<file path="config.mk">
export PLATFORM = sky130hd
export DESIGN_NAME = a0_trace_buffer
export DESIGN_NICKNAME = d
export VERILOG_FILES = /design/src/rtl/a0_trace_buffer.sv
export SDC_FILE = /design/constraint.sdc
export NUM_CORES = 1
export LEC_CHECK = 0
export ABC_AREA = 1
export CORE_MARGIN = 2
export CORE_UTILIZATION = 55
export CTS_BUF_LIST = sky130_fd_sc_hd__clkbuf_16
export CTS_CLUSTER_DIAMETER = 200
export DETAILED_ROUTE_END_ITERATION = 8
export PLACE_DENSITY_LB_ADDON = 0.3
export SYNTH_ARGS = -nofsm -noshare
export SYNTH_HDL_FRONTEND = slang
export SYNTH_SLANG_ARGS = --single-unit
</file>
<file path="constraint.sdc">
create_clock -name clk -period 9.8 [get_ports clk]
set_input_delay 2.94 -clock clk [delete_from_list [all_inputs] [get_ports clk]]
set_output_delay 2.94 -clock clk [all_outputs]
set_load 0.02 [all_outputs]
</file>
<file path="src/rtl/a0_trace_buffer.sv">
// ---------------------------------------------------------------------------
// a0_trace_buffer
//
// Watches the CPU A0 output register and records every value change as a
// {cycle stamp, A0 value} entry in a small FIFO. The FIFO is drained via a
// first-word-fall-through valid/ready port. A slow consumer therefore does
// not lose A0 updates unless the FIFO fills up. Changes that arrive while the
// FIFO is full are counted and flagged.
//
// Ports
//   clk        rising-edge clock for all logic
//   rst        synchronous reset, active-low (0 = reset)
//   en         capture enable; while 0, A0 is neither sampled nor compared
//   a0_i       A0 value from the CPU top
//   out_valid  head entry available (count != 0)
//   out_ready  consumer accepts the head entry
//   out_data   A0 value of the head entry
//   out_stamp  cycle stamp of the head entry
//   count      number of stored entries, 0..DEPTH
//   overflow   sticky flag, set when a change is dropped
//   drop_cnt   number of dropped changes, saturates at 255
// ---------------------------------------------------------------------------
module a0_trace_buffer #(
  parameter int WIDTH   = 32,
  parameter int DEPTH   = 16,
  parameter int STAMP_W = 16
) (
  input  logic                       clk,
  input  logic                       rst,
  input  logic                       en,
  input  logic [WIDTH-1:0]           a0_i,
  output logic                       out_valid,
  input  logic                       out_ready,
  output logic [WIDTH-1:0]           out_data,
  output logic [STAMP_W-1:0]         out_stamp,
  output logic [$clog2(DEPTH):0]     count,
  output logic                       overflow,
  output logic [7:0]                 drop_cnt
);

  localparam int PTR_W = $clog2(DEPTH);
  localparam int CNT_W = PTR_W + 1;
  localparam logic [CNT_W-1:0] FULL_CNT = CNT_W'(DEPTH);

  logic [WIDTH-1:0]   last_a0;
  logic [STAMP_W-1:0] stamp;
  logic [PTR_W-1:0]   wptr;
  logic [PTR_W-1:0]   rptr;

  logic [WIDTH-1:0]   mem_data  [DEPTH];
  logic [STAMP_W-1:0] mem_stamp [DEPTH];

  logic chg;
  logic full;
  logic pop;
  logic push;
  logic drop;

  // Event decode. A pop in the same cycle frees a slot, so a change that
  // arrives while full is still accepted when the consumer is draining.
  always_comb begin
    chg  = en && (a0_i != last_a0);
    full = (count == FULL_CNT);
    pop  = out_valid && out_ready;
    push = chg && (!full || pop);
    drop = chg && full && !pop;
  end

  assign out_valid = (count != '0);
  assign out_data  = mem_data[rptr];
  assign out_stamp = mem_stamp[rptr];

  // Free-running stamp, independent of en.
  always_ff @(posedge clk) begin
    if (!rst) begin
      stamp <= '0;
    end else begin
      stamp <= stamp + STAMP_W'(1);
    end
  end

  // last_a0 follows a0_i whenever capture is enabled, including on drops,
  // so a dropped value is not re-detected on the following cycle.
  always_ff @(posedge clk) begin
    if (!rst) begin
      last_a0 <= '0;
    end else if (en) begin
      last_a0 <= a0_i;
    end
  end

  // Entry storage has no reset; it is only ever read while count != 0.
  always_ff @(posedge clk) begin
    if (rst && push) begin
      mem_data[wptr]  <= a0_i;
      mem_stamp[wptr] <= stamp;
    end
  end

  // Pointers wrap naturally at DEPTH; count disambiguates full vs. empty.
  always_ff @(posedge clk) begin
    if (!rst) begin
      wptr  <= '0;
      rptr  <= '0;
      count <= '0;
    end else begin
      if (push) begin
        wptr <= wptr + PTR_W'(1);
      end
      if (pop) begin
        rptr <= rptr + PTR_W'(1);
      end
      if (push && !pop) begin
        count <= count + CNT_W'(1);
      end else if (pop && !push) begin
        count <= count - CNT_W'(1);
      end
    end
  end

  // Overflow bookkeeping clears only on reset.
  always_ff @(posedge clk) begin
    if (!rst) begin
      overflow <= 1'b0;
      drop_cnt <= 8'd0;
    end else if (drop) begin
      overflow <= 1'b1;
      if (drop_cnt != 8'hFF) begin
        drop_cnt <= drop_cnt + 8'd1;
      end
    end
  end

endmodule

</file>
After elaboration in Yosys (flattened, before gate mapping)
Memory sizes are Yosys's and may differ from the RTL's. A register that Yosys moved wholly into a read port is not among the register bits. Cells that the tools add are included.

Flip-flop bits (word level): 70. Bits in writable memories: 768. Bits of input ports: 36. Word-level logic and storage cells: 41. Memories: 2.

Memories: mem_data (depth 16, bits a word 32, read ports 1, clocked after memory_dff 1, write ports 1, RTL line 50) `logic [WIDTH-1:0] mem_data [DEPTH];`; mem_stamp (depth 16, bits a word 16, read ports 1, clocked after memory_dff 1, write ports 1, RTL line 51) `logic [STAMP_W-1:0] mem_stamp [DEPTH];`.

$add $sub $neg: 6. Equal/unequal tests: 3. Multiplexer cells: 8. Reduce and logical (&&, ||, !) cells: 15.

Operator list (count): inequality test 32 bit (1); adder 16 x 1 -> 16 bit, second input constant (1); 2-to-1 mux 4 bit (4); 2-to-1 mux 5 bit (2); adder 4 x 1 -> 4 bit, second input constant (2); adder 8 x 1 -> 8 bit, second input constant (1); logical AND 1 bit (8); inequality test 8 bit, second input constant (1); adder 5 x 1 -> 5 bit, second input constant (1); equality test 5 bit, second input constant (1); nonzero test 5 bit (1); subtractor 5 x 1 -> 5 bit, second input constant (1); logical NOT 1 bit (3); 2-to-1 mux 1 bit (2); AND reduction 2 bit (1); nonzero test 2 bit (1); logical OR 1 bit (1).

Longest topological paths before layout
Gate-level depths: netlist (run 1).

Depth in word-level cells: 8. Gate-level depth with buffers: 21. Depth with buffers taken out: 21.

Worst setup path before layout (run 1)
OpenSTA, ideal clock, no wires.

Path type: input port to flip-flop. Start point: in a0_i[15]. End point: mem mem_data[11][0] (enable). Library setup time: 513 ps. Arrival time: 7001 ps. Path slack: 2286 ps. Cell stages on the path: 13. Path buffers: 0. Path through: inv_1 nand2_1 nand2_1 inv_1 nand2_1 nor2_1 nand2_1 nor2_1 nand2_2 nand2_1 nor2_4 nand2_1 nor3_1.

Cells in the longest elaborated chain, start to end: 6.

RTL lines: from (decl) (RTL line 31) `input logic [WIDTH-1:0] a0_i,`; inequality test 32 bit (RTL line 62) `chg = en && (a0_i != last_a0);`; logical AND 1 bit (RTL line 62); logical AND 1 bit (RTL line 65) `push = chg && (!full || pop);`; logical AND 1 bit (RTL line 94) `if (rst && push) begin`; 2-to-1 mux 1 bit (RTL line 94); 2-to-1 mux 1 bit (implied by the code) (RTL line 95) `mem_data[wptr] <= a0_i;`; to (decl) (RTL line 50).

No other way between the ends.

==> out/qor.txt, run 1 <==
FINAL LAYOUT
--------------------------------------------------------------------------------------------------------
Fin nets                                                                                            2737
Syn-to-layout area delta                                                                           11.9%
Final Cell Area                                                                                38700 µm²
Share of post-route cells with drive strength above 1                                             0.0729

SETUP PATH
--------------------------------------------------------------------------------------------------------
Worst EP arrival                                                                                 4.24 ns
Critical path launch point type                                                                     flop
Startpoint-to-endpoint class of the critical path                                           flop to output pin
Worst EP required                                                                                6.86 ns
Peak fanout along the critical path                                                                  117
Critical Path Sink Type                                                                       output pin

YOSYS
--------------------------------------------------------------------------------------------------------
Biggest area consumer among synthesized cells                                               sky130_fd_sc_hd__edfxtp_1
Gate count of the mapped netlist                                                                    2622
Net Count, Synth                                                                                    2670
Distinct cells, synth                                                                                 43
Number of flops mapped to enable cells by yosys                                                      768
Number of synthesized register bits                                                                  842
Proportion of netlist area held by the largest area contributor                                    0.666
Most common cell in the synthesized netlist                                                 sky130_fd_sc_hd__edfxtp_1
Top flip-flop cell by instance count after synthesis                                        sky130_fd_sc_hd__edfxtp_1
Commonest cells in the netlist                                                              768 x sky130_fd_sc_hd__edfxtp_1, 293 x sky130_fd_sc_hd__inv_1, 255 x sky130_fd_sc_hd__o21ai_0
Sequential area share after synthesis                                                              0.709
Cell types with the largest area share after synthesis                                      sky130_fd_sc_hd__edfxtp_1 67%, sky130_fd_sc_hd__mux2i_1 5.6%, sky130_fd_sc_hd__dfxtp_1 4.3%
Asr flop ratio synth                                                                                   0
Yosys synthesis warning count                                                                          0
Post-synthesis instance area                                                                   34600 µm²
Post-synthesis area per instance                                                                13.2 µm²

GLOBAL ROUTE
--------------------------------------------------------------------------------------------------------
Global route total overflow                                                                            0
Wire length of the first global-routing pass                                                   120000 µm
GRT Total Usage                                                                                    0.245
Maximum number of pins on one net before global-route repair                                         234
Via count of the first global-routing pass                                                         20.6k
Antenna violations before repair                                                                       5

ROUTING
--------------------------------------------------------------------------------------------------------
Routed wirelength normalized by instance count                                                   21.9 µm
Drt first pass iters                                                                                   5
Residual DRC count                                                                                     0
Total detailed-routing wirelength                                                               78800 µm
Residual antenna-violating net count after detailed routing                                            0
Number of vias per cell                                                                             5.82
Detailed router's first-iteration violation count                                                   2013
Via Count                                                                                          20.9k

DIE
--------------------------------------------------------------------------------------------------------
Initial standard-cell utilization of the core                                                      0.559
Die outline width                                                                                 255 µm
Die Span Y                                                                                        255 µm
Full die area                                                                                  65000 µm²
Floorplan row count                                                                                   91
Standard cell core area                                                                        61900 µm²
# IOs                                                                                                 99

POWER AND IR DROP
--------------------------------------------------------------------------------------------------------
Lkg Pwr                                                                                          13.4 nW
Total power divided by cell area                                                              230 nW/µm²
Peak supply drop                                                                              0.000166 V

RUN STATUS
--------------------------------------------------------------------------------------------------------
Result of the run                                                                              completed

CTS
--------------------------------------------------------------------------------------------------------
Num CTS Buffers                                                                                       83
Number of clock sinks                                                                                842
Number of buffers added to fix hold violations after cts                                               0
Post-CTS clock slew at the launch and capture registers of the worst setup and hold paths        0.06 ns
Setup repair bufs after CTS                                                                            0
Post-CTS Resized                                                                                       0
Clock tree from TritonCTS                                                                            yes
Master cell of the clock root buffer                                                        sky130_fd_sc_hd__clkbuf_16
CTS HTree Levels                                                                                       3
Bufs on Longest Clock Path                                                                             3
Skew-Pair Late Insertion Delay                                                                   0.64 ns

STA
--------------------------------------------------------------------------------------------------------
Total count of hold-check failures in the final report                                                 0
Period Utilization, post-route                                                                     0.733
Setup_tns                                                                                           0 ns
RSZ-0062 raised after global routing                                                                  no
Skew final                                                                                     0.0267 ns
Tightest Pin Transition                                                                          1.29 ns
Final setup fails                                                                                      0
Count of final max-slew check failures                                                                 0
Post-route minimum period                                                                        7.18 ns
Slew margin rel.                                                                                   0.142
Peak clock frequency supported by timing                                                       0.139 GHz

RUN
--------------------------------------------------------------------------------------------------------
Max-cap check violation count                                                                          0

PLACEMENT
--------------------------------------------------------------------------------------------------------
Placement Cell Area                                                                            36200 µm²
Routability congestion estimate from global placement                                              0.801
Detailed-placement wirelength estimate                                                          41100 µm
Count of port buffers added during placement                                                          98

HOLD PATH
--------------------------------------------------------------------------------------------------------
Type of the worst min-delay path                                                            flop to flop

layer usage:
layer | up-vias | GRT usage | part of all wire
li1 | 9692 | - | -
met1 | 10303 | 0.342 | 0.42
met2 | 801 | 0.396 | 0.48
met3 | 128 | 0.0393 | 0.074
met4 | 8 | 0.0797 | 0.025
met5 | - | 0 | 0.00060
cells in the final DEF (no fill, tap or decap), types with 7 or more instances in the layout:
master / instances
sky130_fd_sc_hd__ha_1: 11
sky130_fd_sc_hd__nand3_1: 79
sky130_fd_sc_hd__inv_1: 311
sky130_fd_sc_hd__edfxtp_1: 768
sky130_fd_sc_hd__clkinv_2: 16
sky130_fd_sc_hd__xor2_1: 8
sky130_fd_sc_hd__nor2_1: 69
sky130_fd_sc_hd__a21oi_1: 247
sky130_fd_sc_hd__clkinv_1: 14
sky130_fd_sc_hd__dfxtp_1: 70
sky130_fd_sc_hd__o211ai_1: 192
sky130_fd_sc_hd__nor2_4: 15
sky130_fd_sc_hd__xnor2_1: 11
sky130_fd_sc_hd__o21ai_1: 14
sky130_fd_sc_hd__mux2i_1: 192
sky130_fd_sc_hd__clkbuf_16: 84
sky130_fd_sc_hd__inv_6: 7
sky130_fd_sc_hd__clkdlybuf4s50_1: 96
sky130_fd_sc_hd__nand4_1: 12
sky130_fd_sc_hd__nand2_1: 194
sky130_fd_sc_hd__o21ai_0: 255
sky130_fd_sc_hd__buf_4: 33
worst max-delay path, stage by stage (launching register included):
cell                              delay (ns)
sky130_fd_sc_hd__dfxtp_4                0.58
sky130_fd_sc_hd__inv_6                  0.85
sky130_fd_sc_hd__buf_4                  0.85
sky130_fd_sc_hd__o21ai_1                0.16
sky130_fd_sc_hd__o211ai_1               0.31
sky130_fd_sc_hd__nand2_1                0.13
sky130_fd_sc_hd__clkdlybuf4s50_1        0.60
area by class of cell:
type / instances / area [µm²]
Antenna cell: 1 / 2.50
Clock buffer: 84 / 2100
Clock inverter: 68 / 469
Fill cell: 4561 / 23200
Inverter: 297 / 1120
Multi-Input combinational cell: 1332 / 8180
Sequential cell: 842 / 24600
Tap cell: 837 / 1050
Timing Repair Buffer: 133 / 1260
stage by stage:
stage                util  cells  total power [mW]  hold WS, ns  setup WS (ns)
floorplan               -   2622              5.42        0.459           2.29
global route        0.625   3594              9.26        0.529           2.46
detailed placement  0.584   3441              5.97        0.495           2.80
finish              0.625   3594              8.91        0.507           2.62
CTS                 0.625   3593              8.96        0.503           2.59
global placement    0.584   3441              5.93        0.470           2.92
flip-flops by register name, indices dropped and copies added (netlist names), named ones only:
register / cells
count: 5
drop_cnt: 8
last_a0: 32
mem_data: 512
mem_stamp: 256
overflow: 1
rptr: 4
stamp: 16
wptr: 4
cell families (layout without fill, tap and decap cells):
group           count (synthesis)  after routing  share of synthesized area
simple gates                  395            395                     0.0506
xor+xnor                       19             19                    0.00481
compound gates                714            714                      0.118
buf+inv                       448            582                     0.0581
flops                         842            842                      0.709
fa+ha+maj                      12             12                    0.00455
other cells                     0              1                          0
mux                           192            192                     0.0555
path summary, 6_finish.rpt:
kind / end / cells after the start / slack [ns] / startpoint
worst max-delay path: out_data[10] / 6 / 2.62 / flop
worst min-delay path: drop_cnt[1] / 2 / 0.51 / drop_cnt[1]
worst max register to register: mem_stamp[4][5] / 15 / 6.41 / last_a0[4]
worst min register to register: drop_cnt[1] / 2 / 0.51 / drop_cnt[1]
power breakdown:
part           total, mW  switching (mW)  internal (mW)
Sequential          4.07           0.101           3.97
Combinational       1.84            1.14          0.698
Clock               3.00            1.31           1.69
Total               8.91            2.56           6.36
No activity file was read; power rests on OpenSTA's default activity.
==> run 2, diff against run 1 <==
Clock period 9.8 ns to 5.8 ns, I/O delays scaled along.
==> run 2 against run 1 <==
Non-clock buffer count grew 38. Die area is the same. Largest power group unchanged. Sequential cell count unchanged. Global-route usage rose by 1.4 points. Clock power is 79% higher. Critical endpoint is now out_stamp[0]. Sequential share of layout area is 1.3 points lower. Register-to-register slack lost 3.8 ns. Clock skew is 0.0068 ns lower. Count of clock-buffer cells in the layout rose by 3. Sequential power up 67%. Routed wire length grew 5.8%.
==> out/qor.txt, run 2 (synthesis gave the netlist of run 1 again) <==
FINAL LAYOUT
--------------------------------------------------------------------------------------------------------
Final Cell Area                                                                                39500 µm²
Max FFs per register                                                                                 512
Area of the multi-input gates                                                                   8180 µm²
Share of post-route cells with drive strength above 1                                             0.0819
Sequential cell area                                                                           24600 µm²
Syn-to-layout area delta                                                                           14.1%
Largest regs                                                                                mem_data x512, mem_stamp x256, last_a0 x32
Register name with the most flops                                                               mem_data
Most frequent cells in the layout                                                           768 x sky130_fd_sc_hd__edfxtp_1, 311 x sky130_fd_sc_hd__inv_1, 255 x sky130_fd_sc_hd__o21ai_0
Fin nets                                                                                            2777
Final core utilization                                                                             0.638
Leading cell type in the layout, fill and taps excluded                                     sky130_fd_sc_hd__edfxtp_1
Count of fill cells added during filler insertion                                                   4476
Number of standard cells in the layout, taps in and fillers out                                     3634

SETUP PATH
--------------------------------------------------------------------------------------------------------
Worst EP required                                                                                4.06 ns
CP delay by family, top                                                                     buffers and inverters
Peak fanout along the critical path                                                                   57
Worst EP arrival                                                                                 3.27 ns
Startpoint-to-endpoint class of the critical path                                           flop to output pin
Most common cell on crit path                                                               sky130_fd_sc_hd__buf_12
Critical path launch point type                                                                     flop
Critical Path Sink Type                                                                       output pin
Path length in cells of the critical path                                                              8
Count of buffer and inverter cells on the critical path                                                3
Worst R2R Path Depth                                                                                  18
Chain of cells forming the critical path                                                    buf_12 -> buf_12 -> a21oi_1 -> o21ai_0 -> o21ai_1 -> o211ai_1 -> nand2_1 -> clkdlybuf4s50_1
Standard cell with the maximum stage delay on the critical path                             sky130_fd_sc_hd__dfxtp_4
Maximum single-stage delay on the critical path                                                  0.75 ns

STA
--------------------------------------------------------------------------------------------------------
Final critical-path setup slack                                                                 0.787 ns
Skew final                                                                                     0.0199 ns
Final hold slack                                                                                0.517 ns
Tightest Pin Transition                                                                          1.24 ns
RSZ-0062 raised after global routing                                                                  no
Setup_tns                                                                                           0 ns
Count of final max-slew check failures                                                                 0
Period Utilization, post-route                                                                     0.864
Total count of hold-check failures in the final report                                                 0
Final setup fails                                                                                      0
Slew margin rel.                                                                                   0.171
Peak clock frequency supported by timing                                                       0.199 GHz
Post-route minimum period                                                                        5.01 ns

ROUTING
--------------------------------------------------------------------------------------------------------
Drt first pass iters                                                                                   5
Total detailed-routing wirelength                                                               83400 µm
Routed wirelength normalized by instance count                                                   23.0 µm
Detailed router's first-iteration violation count                                                   2256
Number of vias per cell                                                                             5.91
Residual antenna-violating net count after detailed routing                                            0
Residual DRC count                                                                                     0
Via Count                                                                                          21.5k

POWER AND IR DROP
--------------------------------------------------------------------------------------------------------
Sequential share of power                                                                          0.440
Total power divided by cell area                                                              391 nW/µm²
Peak supply drop                                                                              0.000242 V
Switching power of the nets                                                                      4.32 mW
Int Pwr                                                                                          11.1 mW
Switching power share of the total                                                                 0.279
Portion of total power attributed to the clock network                                             0.348
Lkg Pwr                                                                                          13.8 nW
Combinational share of power                                                                       0.212
Design Power                                                                                     15.5 mW

DIE
--------------------------------------------------------------------------------------------------------
# IOs                                                                                                 99
Standard cell core area                                                                        61900 µm²
Die Span Y                                                                                        255 µm
Floorplan row count                                                                                   91
Full die area                                                                                  65000 µm²
Die outline width                                                                                 255 µm
Initial standard-cell utilization of the core                                                      0.559

GLOBAL ROUTE
--------------------------------------------------------------------------------------------------------
Maximum number of pins on one net before global-route repair                                         193
Via count of the first global-routing pass                                                         21.2k
Antenna violations before repair                                                                       3
Global route total overflow                                                                            0
GRT Total Usage                                                                                    0.259
Wire length of the first global-routing pass                                                   125000 µm

PLACEMENT
--------------------------------------------------------------------------------------------------------
Placement Cell Area                                                                            36800 µm²
Instance count after placement with tap cells included                                              3479
Routability congestion estimate from global placement                                              0.802
Pre-CTS WS                                                                                      0.415 ns
Detailed-placement wirelength estimate                                                          43600 µm
Count of port buffers added during placement                                                          98

CTS
--------------------------------------------------------------------------------------------------------
Master cell of the clock root buffer                                                        sky130_fd_sc_hd__clkbuf_16
Skew-Pair Late Insertion Delay                                                                   0.62 ns
Number of buffers added to fix hold violations after cts                                               0
Post-CTS clock slew at the launch and capture registers of the worst setup and hold paths        0.06 ns
Number of clock sinks                                                                                842
Bufs on Longest Clock Path                                                                             3
Num CTS Buffers                                                                                       85
Clock tree from TritonCTS                                                                            yes
CTS HTree Levels                                                                                       3
Setup repair bufs after CTS                                                                            0
Post-CTS Resized                                                                                       0

HOLD PATH
--------------------------------------------------------------------------------------------------------
Type of the worst min-delay path                                                            flop to flop
Hold Path Stages                                                                                       2

RUN STATUS
--------------------------------------------------------------------------------------------------------
Result of the run                                                                              completed

RUN
--------------------------------------------------------------------------------------------------------
Max-cap check violation count                                                                          0

run 2: final cells by class:
cell class	count	share of cell area
Sequential cell	842	0.621
Multi-Input combinational cell	1332	0.207
Clock buffer	87	0.0551
Timing Repair Buffer	171	0.0473
Inverter	297	0.0284
Tap cell	837	0.0265
Clock inverter	67	0.0143
Antenna cell	1	0.0000633
run 2: path summary, 6_finish.rpt:
check	start	end	slack (ns)
setup reg to reg	last_a0[31]	count[4]	2.63
hold reg to reg	drop_cnt[1]	drop_cnt[1]	0.52
setup / recovery	flop	out_stamp[0]	0.79
hold / removal	drop_cnt[1]	drop_cnt[1]	0.52
run 2: metal layers:
metal  vias up  wire, µm  track usage
li1       9765         -            -
met1     10578     33800        0.349
met2       945     39700        0.417
met3       193      7270       0.0491
met4         4      2640        0.107
met5         -        22            0
run 2: tightest hold or removal path, stage by stage, from the launching register on:
cell and delay, ns:
sky130_fd_sc_hd__dfxtp_1 0.34, sky130_fd_sc_hd__nand2_1 0.07, sky130_fd_sc_hd__a21oi_1 0.06
run 2: power groups by stage:
stage | clock [mW] | sequential [mW] | combinational, mW
floorplan | 0 | 6.89 | 2.26
global placement | 0 | 6.92 | 3.17
detailed placement | 0 | 6.93 | 3.25
CTS | 5.44 | 6.80 | 3.27
global route | 5.68 | 6.81 | 3.55
finish | 5.38 | 6.80 | 3.27
